<file path="config.mk">
export PLATFORM = sky130hd
export DESIGN_NAME = sim_run_ctrl
export DESIGN_NICKNAME = d
export VERILOG_FILES = /design/src/rtl/sim_pkg.sv /design/src/rtl/sim_wr_mon.sv /design/src/rtl/sim_run_ctrl.sv
export SDC_FILE = /design/constraint.sdc
export NUM_CORES = 1
export LEC_CHECK = 0
export CAP_MARGIN = 30
export CELL_PAD_IN_SITES_DETAIL_PLACEMENT = 0
export CELL_PAD_IN_SITES_GLOBAL_PLACEMENT = 1
export CORE_MARGIN = 2
export CORE_UTILIZATION = 32
export CTS_CLUSTER_DIAMETER = 200
export DETAILED_ROUTE_END_ITERATION = 10
export PLACE_DENSITY = 0.83
export SLEW_MARGIN = 20
export SYNTH_ARGS = -nofsm -noshare
export SYNTH_HDL_FRONTEND = slang
export SYNTH_SLANG_ARGS = --single-unit
</file>
<file path="constraint.sdc">
create_clock -name clkin -period 1.8 [get_ports clkin]
set_input_delay 0.45 -clock clkin [delete_from_list [all_inputs] [get_ports clkin]]
set_output_delay 0.45 -clock clkin [all_outputs]
set_load 0.01 [all_outputs]
</file>
<file path="src/rtl/sim_pkg.sv">
`default_nettype none
// ============================================================================
// Module   : sim_pkg
// Purpose  : Shared types, constants and helpers for the simulation run controller.
// Revision : 1.0 - initial release
// ============================================================================
package sim_pkg;

    localparam int RF_AW  = 5;
    localparam int XCNT_W = 16;

    typedef enum logic [1:0] {
        ST_WAIT  = 2'd0,
        ST_START = 2'd1,
        ST_RUN   = 2'd2,
        ST_DONE  = 2'd3
    } run_state_e;

    // Adds a small per-cycle count to the unknown-write counter, clamping at all-ones.
    function automatic logic [XCNT_W-1:0] sat_add(input logic [XCNT_W-1:0] a,
                                                  input logic [3:0]        b);
        logic [XCNT_W:0] sum;
        sum = {1'b0, a} + {{(XCNT_W - 3){1'b0}}, b};
        return sum[XCNT_W] ? {XCNT_W{1'b1}} : sum[XCNT_W-1:0];
    endfunction

endpackage
`default_nettype wire

</file>
<file path="src/rtl/sim_wr_mon.sv">
`default_nettype none
// ============================================================================
// Module   : sim_wr_mon
// Purpose  : Combinational classifier for one register-file write port
//            (qualifying write, unknown data, pass/fail end code).
//            Unknown detection is built only when SIM_X_CHECK_EN is defined.
// Revision : 1.0 - initial release
// ============================================================================
module sim_wr_mon
    import sim_pkg::*;
#(
    parameter int               DW       = 32,
    parameter logic [RF_AW-1:0] END_REG  = 5'd3,
    parameter logic [DW-1:0]    PASS_VAL = DW'(1),
    parameter logic [DW-1:0]    FAIL_VAL = DW'(32'hDEAD_0001)
) (
    input  logic             wen,
    input  logic [RF_AW-1:0] waddr,
    input  logic [DW-1:0]    wdata,
    output logic             qual,
    output logic             is_x,
    output logic             hit_pass,
    output logic             hit_fail
);

    logic w_end_addr;

    assign w_end_addr = (waddr == END_REG);

`ifdef SIM_X_CHECK_EN
    logic w_wen_x;
    logic w_data_x;

    // An undriven enable is treated as a write so that it gets reported.
    assign w_wen_x  = (wen === 1'bx) || (wen === 1'bz);
    assign w_data_x = ((^wdata) === 1'bx);
    assign qual     = ((wen === 1'b1) || w_wen_x) && (waddr != '0);
    assign is_x     = qual && (w_wen_x || w_data_x);
`else
    assign qual     = wen && (waddr != '0);
    assign is_x     = 1'b0;
`endif

    assign hit_pass = qual && !is_x && w_end_addr && (wdata == PASS_VAL);
    assign hit_fail = qual && !is_x && w_end_addr && (wdata == FAIL_VAL);

endmodule
`default_nettype wire

</file>
<file path="src/rtl/sim_run_ctrl.sv">
`default_nettype none
// ============================================================================
// Module   : sim_run_ctrl
// Purpose  : Sequences cpu_start after reset, watches NUM_CH write ports for
//            end codes / unknown data and enforces a RUN cycle budget.
//            Optional feature macro: SIM_X_CHECK_EN (unknown-write detection).
// Revision : 1.0 - initial release
// ============================================================================
module sim_run_ctrl
    import sim_pkg::*;
#(
    parameter int               DW         = 32,
    parameter int               NUM_CH     = 1,
    parameter int               START_DLY  = 2,
    parameter int               START_LEN  = 1,
    parameter int               MAX_CYCLES = 500000,
    parameter int               CW         = 32,
    parameter logic [RF_AW-1:0] END_REG    = 5'd3,
    parameter logic [DW-1:0]    PASS_VAL   = DW'(1),
    parameter logic [DW-1:0]    FAIL_VAL   = DW'(32'hDEAD_0001)
) (
    input  logic                    clkin,
    input  logic                    rst_n,
    input  logic [NUM_CH-1:0]       mon_wen,
    input  logic [NUM_CH*RF_AW-1:0] mon_waddr,
    input  logic [NUM_CH*DW-1:0]    mon_wdata,
    output logic                    cpu_start,
    output logic                    running,
    output logic                    done,
    output logic                    pass,
    output logic                    timeout,
    output logic [CW-1:0]           cycle_cnt,
    output logic [XCNT_W-1:0]       x_err_cnt,
    output logic [NUM_CH-1:0]       x_err_ch
);

    localparam int DLY_W = $clog2(START_DLY + 1) + 1;
    localparam int LEN_W = $clog2(START_LEN) + 1;

    run_state_e        r_state;
    run_state_e        w_state_nxt;
    logic [DLY_W-1:0]  r_dly;
    logic [LEN_W-1:0]  r_len;
    logic [NUM_CH-1:0] w_qual;
    logic [NUM_CH-1:0] w_is_x;
    logic [NUM_CH-1:0] w_hit_pass;
    logic [NUM_CH-1:0] w_hit_fail;
    logic              w_end_hit;
    logic              w_end_pass;
    logic              w_timeout_hit;
    logic [3:0]        w_x_pop;

    for (genvar gi = 0; gi < NUM_CH; gi++) begin : g_mon
        sim_wr_mon #(
            .DW       (DW),
            .END_REG  (END_REG),
            .PASS_VAL (PASS_VAL),
            .FAIL_VAL (FAIL_VAL)
        ) u_mon (
            .wen      (mon_wen[gi]),
            .waddr    (mon_waddr[RF_AW*gi +: RF_AW]),
            .wdata    (mon_wdata[DW*gi +: DW]),
            .qual     (w_qual[gi]),
            .is_x     (w_is_x[gi]),
            .hit_pass (w_hit_pass[gi]),
            .hit_fail (w_hit_fail[gi])
        );
    end

    // Walk from the top channel down so the lowest index with an end code wins.
    always_comb begin
        w_end_hit  = 1'b0;
        w_end_pass = 1'b0;
        for (int i = NUM_CH - 1; i >= 0; i--) begin
            if (w_qual[i] && (w_hit_pass[i] || w_hit_fail[i])) begin
                w_end_hit  = 1'b1;
                w_end_pass = w_hit_pass[i];
            end
        end
    end

    always_comb begin
        w_x_pop = '0;
        for (int i = 0; i < NUM_CH; i++) begin
            w_x_pop = w_x_pop + {3'b000, w_is_x[i]};
        end
    end

    assign w_timeout_hit = (cycle_cnt == CW'(MAX_CYCLES - 1));

    always_ff @(posedge clkin or negedge rst_n) begin
        if (!rst_n) begin
            r_state <= ST_WAIT;
        end else begin
            r_state <= w_state_nxt;
        end
    end

    // WAIT is left on edge START_DLY so cpu_start is visible from cycle START_DLY.
    always_comb begin
        w_state_nxt = r_state;
        case (r_state)
            ST_WAIT:  if (r_dly == DLY_W'(START_DLY))     w_state_nxt = ST_START;
            ST_START: if (r_len == LEN_W'(START_LEN - 1)) w_state_nxt = ST_RUN;
            ST_RUN:   if (w_end_hit || w_timeout_hit)     w_state_nxt = ST_DONE;
            default:                                      w_state_nxt = ST_DONE;
        endcase
    end

    always_ff @(posedge clkin or negedge rst_n) begin
        if (!rst_n) begin
            r_dly     <= '0;
            r_len     <= '0;
            cpu_start <= 1'b0;
            running   <= 1'b0;
            done      <= 1'b0;
            pass      <= 1'b0;
            timeout   <= 1'b0;
            cycle_cnt <= '0;
            x_err_cnt <= '0;
            x_err_ch  <= '0;
        end else begin
            r_dly     <= (r_state == ST_WAIT  && w_state_nxt == ST_WAIT)  ? r_dly + 1'b1 : '0;
            r_len     <= (r_state == ST_START && w_state_nxt == ST_START) ? r_len + 1'b1 : '0;
            cpu_start <= (w_state_nxt == ST_START);
            running   <= (w_state_nxt == ST_RUN);
            done      <= (w_state_nxt == ST_DONE);
            if (r_state == ST_RUN) begin
                cycle_cnt <= cycle_cnt + CW'(1);
                x_err_cnt <= sat_add(x_err_cnt, w_x_pop);
                x_err_ch  <= x_err_ch | w_is_x;
                if (w_end_hit) begin
                    pass <= w_end_pass;
                end else if (w_timeout_hit) begin
                    timeout <= 1'b1;
                end
            end
        end
    end

`ifdef SIM_X_CHECK_EN
    always_ff @(posedge clkin) begin
        if (rst_n && r_state == ST_RUN) begin
            for (int i = 0; i < NUM_CH; i++) begin
                if (w_is_x[i]) begin
                    $warning("sim_run_ctrl: unknown write ch%0d addr %0d cycle_cnt %0d",
                             i, mon_waddr[RF_AW*i +: RF_AW], cycle_cnt);
                end
            end
        end
    end
`endif

endmodule
`default_nettype wire

</file>
==> reports/qor.csv <==
metric;value;unit
startpoint types;primary input;
GRT overflow;0;
placed cells;402;
static leakage;1.703;nW
die width;87.59;um
Placeable Area;6794;um2
DRT antenna net count;0;
Synth top cells by count;dfrtp_1 (43), xnor2_1 (22), buf_4 (19), nand2_1 (19), nor2_1 (17);
relative slew slack;0.6451;
Reg power frac;0.428;
Final period util;0.9858;
Max Slew Vio Count;0;
IO Port Bufs;76;
EDFF count, synth;0;
row count;30;
RePlAce Congestion;0.7368;
Syn Area/Cell;10.30;um2
GRT Total Usage;0.1380;
CTS Root Cell;clkbuf_8;
pwr dens;811.6;nW/um2
DR vias/cell;4.458;
largest net degree at the start of global routing;44;
Int Pwr;0.001912;W
sequential fraction of the synthesis area;0.4813;
cell area after layout;3403;um2
setup violators final;0;
Layout area overhead;52.21;%
status;completed;
DRC Markers;0;
Psw;0.0008499;W
Crit. End Element;register;
ant diodes;0;
worst setup path class;in -> reg;
fmax;563.5;MHz
Peak VDD IR;714.2;uV
setup repair after global routing missed its margin;no;
Yosys top cell by area;dfrtp_1;
clk_skew;0.009769;ns
Starting DRT DRC Count;43;
die area;7672;um2
Starting Density;0.3291;
insertion delay to the later sink of the worst-skew pair;0.29;ns
top cells by area, synth;dfrtp_1 (48%), xnor2_1 (8.6%), buf_4 (6.4%), xor2_1 (3.5%), nand2_1 (3.2%);
vias in the first global route;1797;
yosys warns;0;
fin cells;413;
maximum buffer depth of the clock tree;2;
Seq cells post-synth;43;
clock-pin slew on the worst setup and hold paths;0.08;ns
first-pass GRT wire length;8.321;mm
maximum net fanout on the critical path;3;
Die Height;87.59;um
synthesized instance count;217;
Nets;359;
actual slew at the worst max-slew pin;0.5324;ns
Post-DP Area;3148;um2
min Tclk post-route;1.775;ns
Total Wirelength;5.218;mm
Post-synth ARST share;1.000;
# H-tree levels;2;
Total Neg Setup Slack;0;ns
Cell variety after synth;39;
HPWL after detailed placement;3.912;mm
most frequent cell after synthesis;dfrtp_1;
total CTS buffers;5;
clock share of power;0.244;
Initial DRT Pass Iterations;4;
Max-Cap Viols;0;
area fraction of the dominant cell type after synthesis;0.4813;
Final Hold Vio Count;0;
total number of vias;1841;
Sw Ratio;0.3077;
hold slack;0.2098;ns
main flop type after synthesis;dfrtp_1;
layout cells sized above 1;0.1735;
Num Clock Sinks;43;
cell area after synthesis;2236;um2
CTS tree;built;
HP Class;in -> async;
Gate power share;0.328;
I/O pin count;94;
Critical Path RT;1.99;ns
antenna violations before repair;0;
Worst Path Arrival;1.96;ns
Routed WL per cell;12.63;um
==> through the flow <==
| stage | util | power, W | worst slack (ns) |
|---|---|---|---|
| floorplan | - | 0.001629 | 0.005268 |
| finish | 0.5009 | 0.002762 | 0.02550 |
| CTS | 0.4803 | 0.002779 | 0.004974 |
| detailed placement | 0.4634 | 0.002091 | -0.5036 |
| global route | 0.5009 | 0.002927 | 0.003713 |
| global placement | 0.4634 | 0.002072 | -0.4581 |
==> power groups by stage <==
stage / clock [W] / combinational, W / sequential [W]
finish: 0.000674 / 0.000906 / 0.00118
global route: 0.000742 / 0.000987 / 0.00120
CTS: 0.000701 / 0.000897 / 0.00118
detailed placement: 0 / 0.000892 / 0.00120
global placement: 0 / 0.000876 / 0.00120
floorplan: 0 / 0.000380 / 0.00125
==> per-layer routing <==
layer  wire length [um]  global-route usage  up-vias  share of wire
li1                   -                   -      923              -
met1               2457              0.1813      862           0.47
met2               2476              0.2245       50           0.47
met3                222             0.03864        6          0.043
met4                 61             0.03776        0          0.012
met5                  0                   0        -              0
==> path summary, 6_finish.rpt <==
path	from	endpoint	slack, ns	cells past startpoint
hold reg to reg	r_dly[0]	r_dly[0]	0.46	1
setup reg to reg	cycle_cnt[10]	done	0.13	5
setup / recovery	mon_wdata[17]	timeout	0.03	6
min in group clkin	r_dly[0]	r_dly[0]	0.46	1
max in group asynchronous	rst_n	cycle_cnt[19]	1.18	2
hold / removal	rst_n	cycle_cnt[8]	0.21	2
==> worst max-delay path: stages <==
cell	delay, ns
dlygate4sd2_1	0.24
or4b_1	0.46
or4_4	0.45
o21ai_4	0.09
nand2_1	0.08
a21o_1	0.19
==> kinds of logic after synthesis <==
| kind of cell | share of synthesized area |
|---|---|
| AO/OA/AOI/OAI | 0.03357 |
| XOR/XNOR | 0.1214 |
| adder cells (fa/ha/maj) | 0.01679 |
| buffers and inverters | 0.07610 |
| flip-flops | 0.4813 |
| multiplexers | 0.004477 |
| other | 0.001677 |
| AND/OR/NAND/NOR | 0.2647 |
==> final cells by class <==
type                       count  area [um2]
multi-input combinational    165        1111
tap                           96       120.1
clock inverter                 1       7.507
timing repair buffer          95       955.9
inverter                       6       22.52
fill                         622        3391
clock buffer                   7       96.34
sequential                    43        1090
==> flip-flops by register name, indices dropped and copies added, names as in the netlist <==
register and flops:
cycle_cnt 32, r_state 2, running 1, r_len 1
cpu_start 1, done 1, timeout 1, r_dly 3
pass 1
==> timing repair <==
item	in CTS	in global routing
pin swaps	3	11
endpoints found under the hold margin	0	0
gates resized for setup	10	42
setup buffers	0	3
hold buffers	0	0
cloned	0	0
endpoints found under the setup margin	7	32
==> cells in the final DEF, fill, tap and decap left out, types with 5 or more instances in the layout <==
cell / netlist / layout
dlymetal6s2s_1: 0 / 24
nor2_1: 17 / 17
conb_1: 1 / 18
clkdlybuf4s50_1: 0 / 47
nor4_1: 7 / 5
dfrtp_1: 43 / 32
nand3_1: 13 / 13
nor3_1: 5 / 5
and3_1: 6 / 5
xnor2_1: 22 / 22
xor2_1: 9 / 9
nand4_1: 11 / 11
dfrtp_2: 0 / 11
clkbuf_8: 0 / 7
nand2_1: 19 / 19
buf_4: 19 / 19
inv_1: 6 / 6
(Power assumes the default switching activity.)
